<file path="src/rtl/traffic_pkg.sv">
// Shared constants and helpers for the intersection controller front end.
package traffic_pkg;

   localparam int DEBOUNCE_CYCLES_DEFAULT = 4;
   localparam int PED_OVERDUE_DEFAULT     = 25;  // same 25-cycle bound as the intersection's pedestrian liveness check
   localparam int WAIT_W                  = 8;

   localparam logic [WAIT_W-1:0] WAIT_MAX = '1;

   function automatic logic [WAIT_W-1:0] sat_inc(input logic [WAIT_W-1:0] v);
      return (v == WAIT_MAX) ? v : v + WAIT_W'(1);
   endfunction

endpackage

</file>
<file path="src/rtl/traffic_input_debouncer.sv">
// Two-flop synchroniser followed by a stable-count debouncer for one raw input.
// The level only changes after DEBOUNCE_CYCLES consecutive differing synchronised samples.
module traffic_input_debouncer #(
   parameter int DEBOUNCE_CYCLES = 4
) (
   input  logic clock,
   input  logic reset,
   input  logic raw,
   output logic level
);

   logic       r_sync1;
   logic       r_sync2;
   logic       r_level;
   logic [3:0] r_cnt;

   localparam logic [3:0] CNT_LAST = 4'(DEBOUNCE_CYCLES - 1);

   // The only place an asynchronous signal is sampled.
   always_ff @(posedge clock or posedge reset) begin
      if (reset) begin
         r_sync1 <= 1'b0;
         r_sync2 <= 1'b0;
      end else begin
         r_sync1 <= raw;
         r_sync2 <= r_sync1;
      end
   end

   always_ff @(posedge clock or posedge reset) begin
      if (reset) begin
         r_level <= 1'b0;
         r_cnt   <= 4'd0;
      end else if (r_sync2 == r_level) begin
         r_cnt <= 4'd0;
      end else if (r_cnt == CNT_LAST) begin
         r_level <= ~r_level;
         r_cnt   <= 4'd0;
      end else begin
         r_cnt <= r_cnt + 4'd1;
      end
   end

   assign level = r_level;

endmodule

</file>
<file path="src/rtl/traffic_request_conditioner.sv">
// Front end of the intersection controller: debounced turn sensor plus a sticky
// pedestrian request with a saturating age counter and an overdue flag.
module traffic_request_conditioner
   import traffic_pkg::*;
#(
   parameter int DEBOUNCE_CYCLES = DEBOUNCE_CYCLES_DEFAULT,
   parameter int OVERDUE_LIMIT   = PED_OVERDUE_DEFAULT
) (
   input  logic              clock,
   input  logic              reset,
   input  logic              ped_button_raw,
   input  logic              turn_sensor_raw,
   input  logic              pedestrian_green,
   output logic              pedestrian_button,
   output logic              turn_sensor,
   output logic [WAIT_W-1:0] ped_wait,
   output logic              ped_overdue
);

   logic              w_ped_level;
   logic              w_turn_level;
   logic              w_press;
   logic              w_pend_nxt;
   logic [WAIT_W-1:0] w_wait_nxt;
   logic              w_overdue_nxt;

   logic              r_ped_prev;
   logic              r_pending;
   logic              r_turn;
   logic [WAIT_W-1:0] r_wait;
   logic              r_overdue;

   traffic_input_debouncer #(.DEBOUNCE_CYCLES(DEBOUNCE_CYCLES)) u_ped_db (
      .clock (clock),
      .reset (reset),
      .raw   (ped_button_raw),
      .level (w_ped_level)
   );

   traffic_input_debouncer #(.DEBOUNCE_CYCLES(DEBOUNCE_CYCLES)) u_turn_db (
      .clock (clock),
      .reset (reset),
      .raw   (turn_sensor_raw),
      .level (w_turn_level)
   );

   assign w_press = w_ped_level & ~r_ped_prev;

   // Grant has priority: a press landing with the grant is treated as already served.
   always_comb begin
      w_pend_nxt = r_pending;
      w_wait_nxt = r_wait;
      if (pedestrian_green) begin
         w_pend_nxt = 1'b0;
         w_wait_nxt = '0;
      end else if (r_pending) begin
         w_wait_nxt = sat_inc(r_wait);
      end else if (w_press) begin
         w_pend_nxt = 1'b1;
         w_wait_nxt = '0;
      end
      w_overdue_nxt = w_pend_nxt && (w_wait_nxt >= WAIT_W'(OVERDUE_LIMIT));
   end

   always_ff @(posedge clock or posedge reset) begin
      if (reset) begin
         r_ped_prev <= 1'b0;
         r_pending  <= 1'b0;
         r_turn     <= 1'b0;
         r_wait     <= '0;
         r_overdue  <= 1'b0;
      end else begin
         r_ped_prev <= w_ped_level;
         r_pending  <= w_pend_nxt;
         r_turn     <= w_turn_level;
         r_wait     <= w_wait_nxt;
         r_overdue  <= w_overdue_nxt;
      end
   end

   assign pedestrian_button = r_pending;
   assign turn_sensor       = r_turn;
   assign ped_wait          = r_wait;
   assign ped_overdue       = r_overdue;

endmodule

</file>
<file path="config.mk">
export PLATFORM = sky130hd
export DESIGN_NAME = traffic_request_conditioner
export DESIGN_NICKNAME = d
export VERILOG_FILES = /design/src/rtl/traffic_pkg.sv /design/src/rtl/traffic_input_debouncer.sv /design/src/rtl/traffic_request_conditioner.sv
export SDC_FILE = /design/constraint.sdc
export NUM_CORES = 1
export LEC_CHECK = 0
export ABC_AREA = 1
export CAP_MARGIN = 0
export CORE_MARGIN = 3
export CORE_UTILIZATION = 48
export DETAILED_ROUTE_END_ITERATION = 8
export GPL_TIMING_DRIVEN = 0
export MAX_ROUTING_LAYER = met4
export PLACE_DENSITY = 0.81
export REMOVE_ABC_BUFFERS = 1
export SYNTH_ARGS = -nofsm -noshare
export SYNTH_HDL_FRONTEND = slang
export SYNTH_SLANG_ARGS = --single-unit
</file>
<file path="constraint.sdc">
create_clock -name clock -period 1.3 [get_ports clock]
set_input_delay 0.13 -clock clock [delete_from_list [all_inputs] [get_ports clock]]
set_output_delay 0.13 -clock clock [all_outputs]
set_load 0.03 [all_outputs]
</file>
==> metrics.yaml <==
run_status:
  run_status: "finished with violations"
  violations: "setup timing"
route:
  dr.pass1.iters: 4
  wirelength_microns: 2610
  ant_nets: 0
  wl_per_cell_microns: 12.2
  first_iter_violations: 41
  num_vias: 1054
  drc: 0
  vias_per_cell: 4.95
worst_setup_path:
  path_max_fanout: 5
  crit_path_end_kind: "flop"
  cp_data_required_time_ns: 1.54
  critPathKind: "reg -> reg"
  arrival_ns: 1.77
  startpoint_type: "flop"
pwr:
  clkPwrFrac: 0.148
  vdd.ir_drop.worst_mv: 1.03
  leakage_nw: 0.906
  p_sw_frac: 0.387
  powerDensity_nw_per_um2: 1590
  combPwrFrac: 0.408
  seqPwrFrac: 0.444
  p_sw_mw: 0.989
  power.internal_mw: 1.57
timing:
  hold_violations: 0
  tightest_slew_ns: 0.915
  slew_headroom: 0.389
  rsz0062_at_grt: "yes"
  min_period_over_period: 1.18
  max_clock_freq_mhz: 652
  min_period_ns: 1.53
  tns_ns: -0.617
  slew_violations: 0
  fin_skew_ns: 0.0112
  finalSetupViolCount: 8
  fin_ws_ns: -0.234
die:
  initial_core_util: 0.513
  die_area_sq_um: 3330
  die_height_microns: 57.7
  rows: 18
  core_region_area_sq_um: 2500
  io_pins: 16
  die_x_microns: 57.7
placement:
  place_congestion: 0.886
  placed_cells: 196
  place_ws_ns: -0.253
  place_area_sq_um: 1460
  port_buffers: 15
  dp_hpwl_microns: 1750
grt:
  grt_pass1_wl_microns: 4200
  grt_max_degree: 27
  overflow: 0
  grt_pass1_vias: 1059
  antenna_found_initial: 0
  gr-usage-all-layers: 0.164
clock_network:
  path_clk_slew_ns: 0.13
  clock_latency_ns: 0.31
  cts-hold-fix-buffers: 0
  clock_sinks: 26
  htreeDepth: 1
  ctsRootBufferMaster: "clkbuf_4"
  cts_buffers: 3
  cts_tree: "yes"
  clk_path_buf_depth: 2
finish:
  final_util: 0.645
  area_growth_pct: 25.7
  finalNonFillerCells: 213
  fillCellCount: 206
  layout-drive-gt1-share: 0.284
  fin_area_sq_um: 1610
  n_antenna_cell: 0
  final_nets: 192
synthesis:
  synth-seq-area-share: 0.507
  synth-seq-cells: 26
  ys_types: 22
  ys_warn_count: 0
  syn-cell-area_sq_um: 1280
  netlist_instances: 152
  syn_area_per_cell_sq_um: 8.44
job:
  cap_violations: 0
hold_path:
  hold_class: "in -> reg"
-- synthesized netlist by cell type --
master | number | area, sq um
nand4_1 | 3 | 18.8
o21bai_1 | 1 | 7.51
o21ai_0 | 1 | 5.00
a21oi_1 | 1 | 5.00
clkinv_1 | 1 | 3.75
nand2_2 | 4 | 25.0
nand3_2 | 1 | 10.0
xnor2_1 | 4 | 35.0
buf_4 | 1 | 7.51
inv_2 | 4 | 15.0
dfrtp_1 | 26 | 651
inv_1 | 23 | 86.3
mux2_2 | 1 | 11.3
xor2_1 | 3 | 26.3
nand2_1 | 35 | 131
ha_1 | 3 | 37.5
nor2_2 | 2 | 12.5
nor2_1 | 20 | 75.1
nand3_1 | 13 | 65.1
nor2_4 | 3 | 33.8
a21oi_2 | 1 | 8.76
nand2_4 | 1 | 11.3
-- final timing paths --
check                                    endpoint  cells past startpoint  slack, ns        startpoint
worst max-delay path                  ped_overdue                     11      -0.23       ped_wait[1]
worst min-delay path            u_turn_db.r_sync1                      1       0.24   turn_sensor_raw
worst min register to register   u_ped_db.r_sync2                      0       0.35  u_ped_db.r_sync1
min in group asynchronous       u_turn_db.r_sync1                      2       0.30             reset
worst max register to register        ped_overdue                     11      -0.23       ped_wait[1]
max in group asynchronous       pedestrian_button                      2       0.37             reset
-- worst max-delay path, stage by stage, from the launching register on --
cell     delay [ns]
dfrtp_1        0.38
ha_2           0.21
nand2_4        0.07
nor2_4         0.20
nand2_4        0.11
nand2_4        0.09
inv_2          0.04
nand2_2        0.06
nand3_2        0.08
nand2_2        0.09
nor2_2         0.04
a21oi_2        0.12
-- layer usage --
metal / global-route usage / wire (microns)
met3: 0.0134 / 89
met2: 0.285 / 1370
met4: 0.0927 / 27
met5: - / 0
met1: 0.185 / 1130
-- layout make-up --
| type | count | area, sq um | share of cell area |
|---|---|---|---|
| well taps | 30 | 37.5 | 0.0233 |
| repair buffers | 27 | 203 | 0.126 |
| clock buffers | 4 | 36.3 | 0.0225 |
| flip-flops and latches | 26 | 652 | 0.405 |
| inverters | 28 | 105 | 0.0652 |
| multi-input cells | 98 | 578 | 0.359 |
-- layout by cell type (no fill, tap or decap), types with 2 or more instances in the layout --
cell,instances
nand2_2,5
ha_1,2
nand2_4,4
clkbuf_2,6
xnor2_1,4
nand3_2,5
clkdlybuf4s50_1,4
buf_4,12
dlygate4sd2_1,3
nand4_1,3
inv_1,23
nand3_1,9
nor2_1,19
dfrtp_1,25
xor2_1,3
nor2_2,2
inv_2,4
nand2_1,32
clkbuf_4,3
nor2_4,4
-- power groups by stage --
stage | clock network, mW | registers, mW | logic, mW
6_report | 0.379 | 1.14 | 1.04
5_1_grt | 0.454 | 1.16 | 1.14
4_1_cts | 0.406 | 1.16 | 0.870
3_5_place_dp | 0 | 1.19 | 0.872
3_3_place_gp | 0 | 1.16 | 0.829
2_1_floorplan | 0 | 1.26 | 0.507
-- kinds of logic after synthesis --
logic type / Yosys count / synth area share
AOI/OAI and AO/OA: 4 / 0.0205
buffers and inverters: 29 / 0.0878
xor gates and xnor gates: 7 / 0.0478
DFF: 26 / 0.507
adders and majority gates: 3 / 0.0293
muxes: 1 / 0.00878
and+or+nand+nor: 82 / 0.299
-- what timing repair did --
| item | in CTS | in global routing |
|---|---|---|
| pin swaps | 2 | 7 |
| setup endpoints to repair | 19 | 18 |
| gates cloned | 1 | 0 |
| gates resized for setup | 22 | 26 |
| setup buffers | 3 | 9 |
| hold endpoints to repair | 0 | 0 |
-- registers in the layout (all words and copies together) (netlist names) --
| name | cells |
|---|---|
| u_ped_db.r_sync1 | 1 |
| u_ped_db.r_sync2 | 1 |
| u_ped_db.r_cnt | 4 |
| u_turn_db.r_cnt | 4 |
| ped_wait | 8 |
| u_ped_db.level | 1 |
| u_turn_db.r_sync1 | 1 |
| u_turn_db.r_sync2 | 1 |
| pedestrian_button | 1 |
| turn_sensor | 1 |
| r_ped_prev | 1 |
| ped_overdue | 1 |
| u_turn_db.level | 1 |
-- stage by stage --
step | hold WS [ns] | power (mW)
2_1_floorplan | 0.161 | 1.77
3_3_place_gp | 0.335 | 1.99
3_5_place_dp | 0.339 | 2.06
4_1_cts | 0.229 | 2.44
5_1_grt | 0.210 | 2.76
6_report | 0.244 | 2.56
Power figures use the tool's default switching activity.
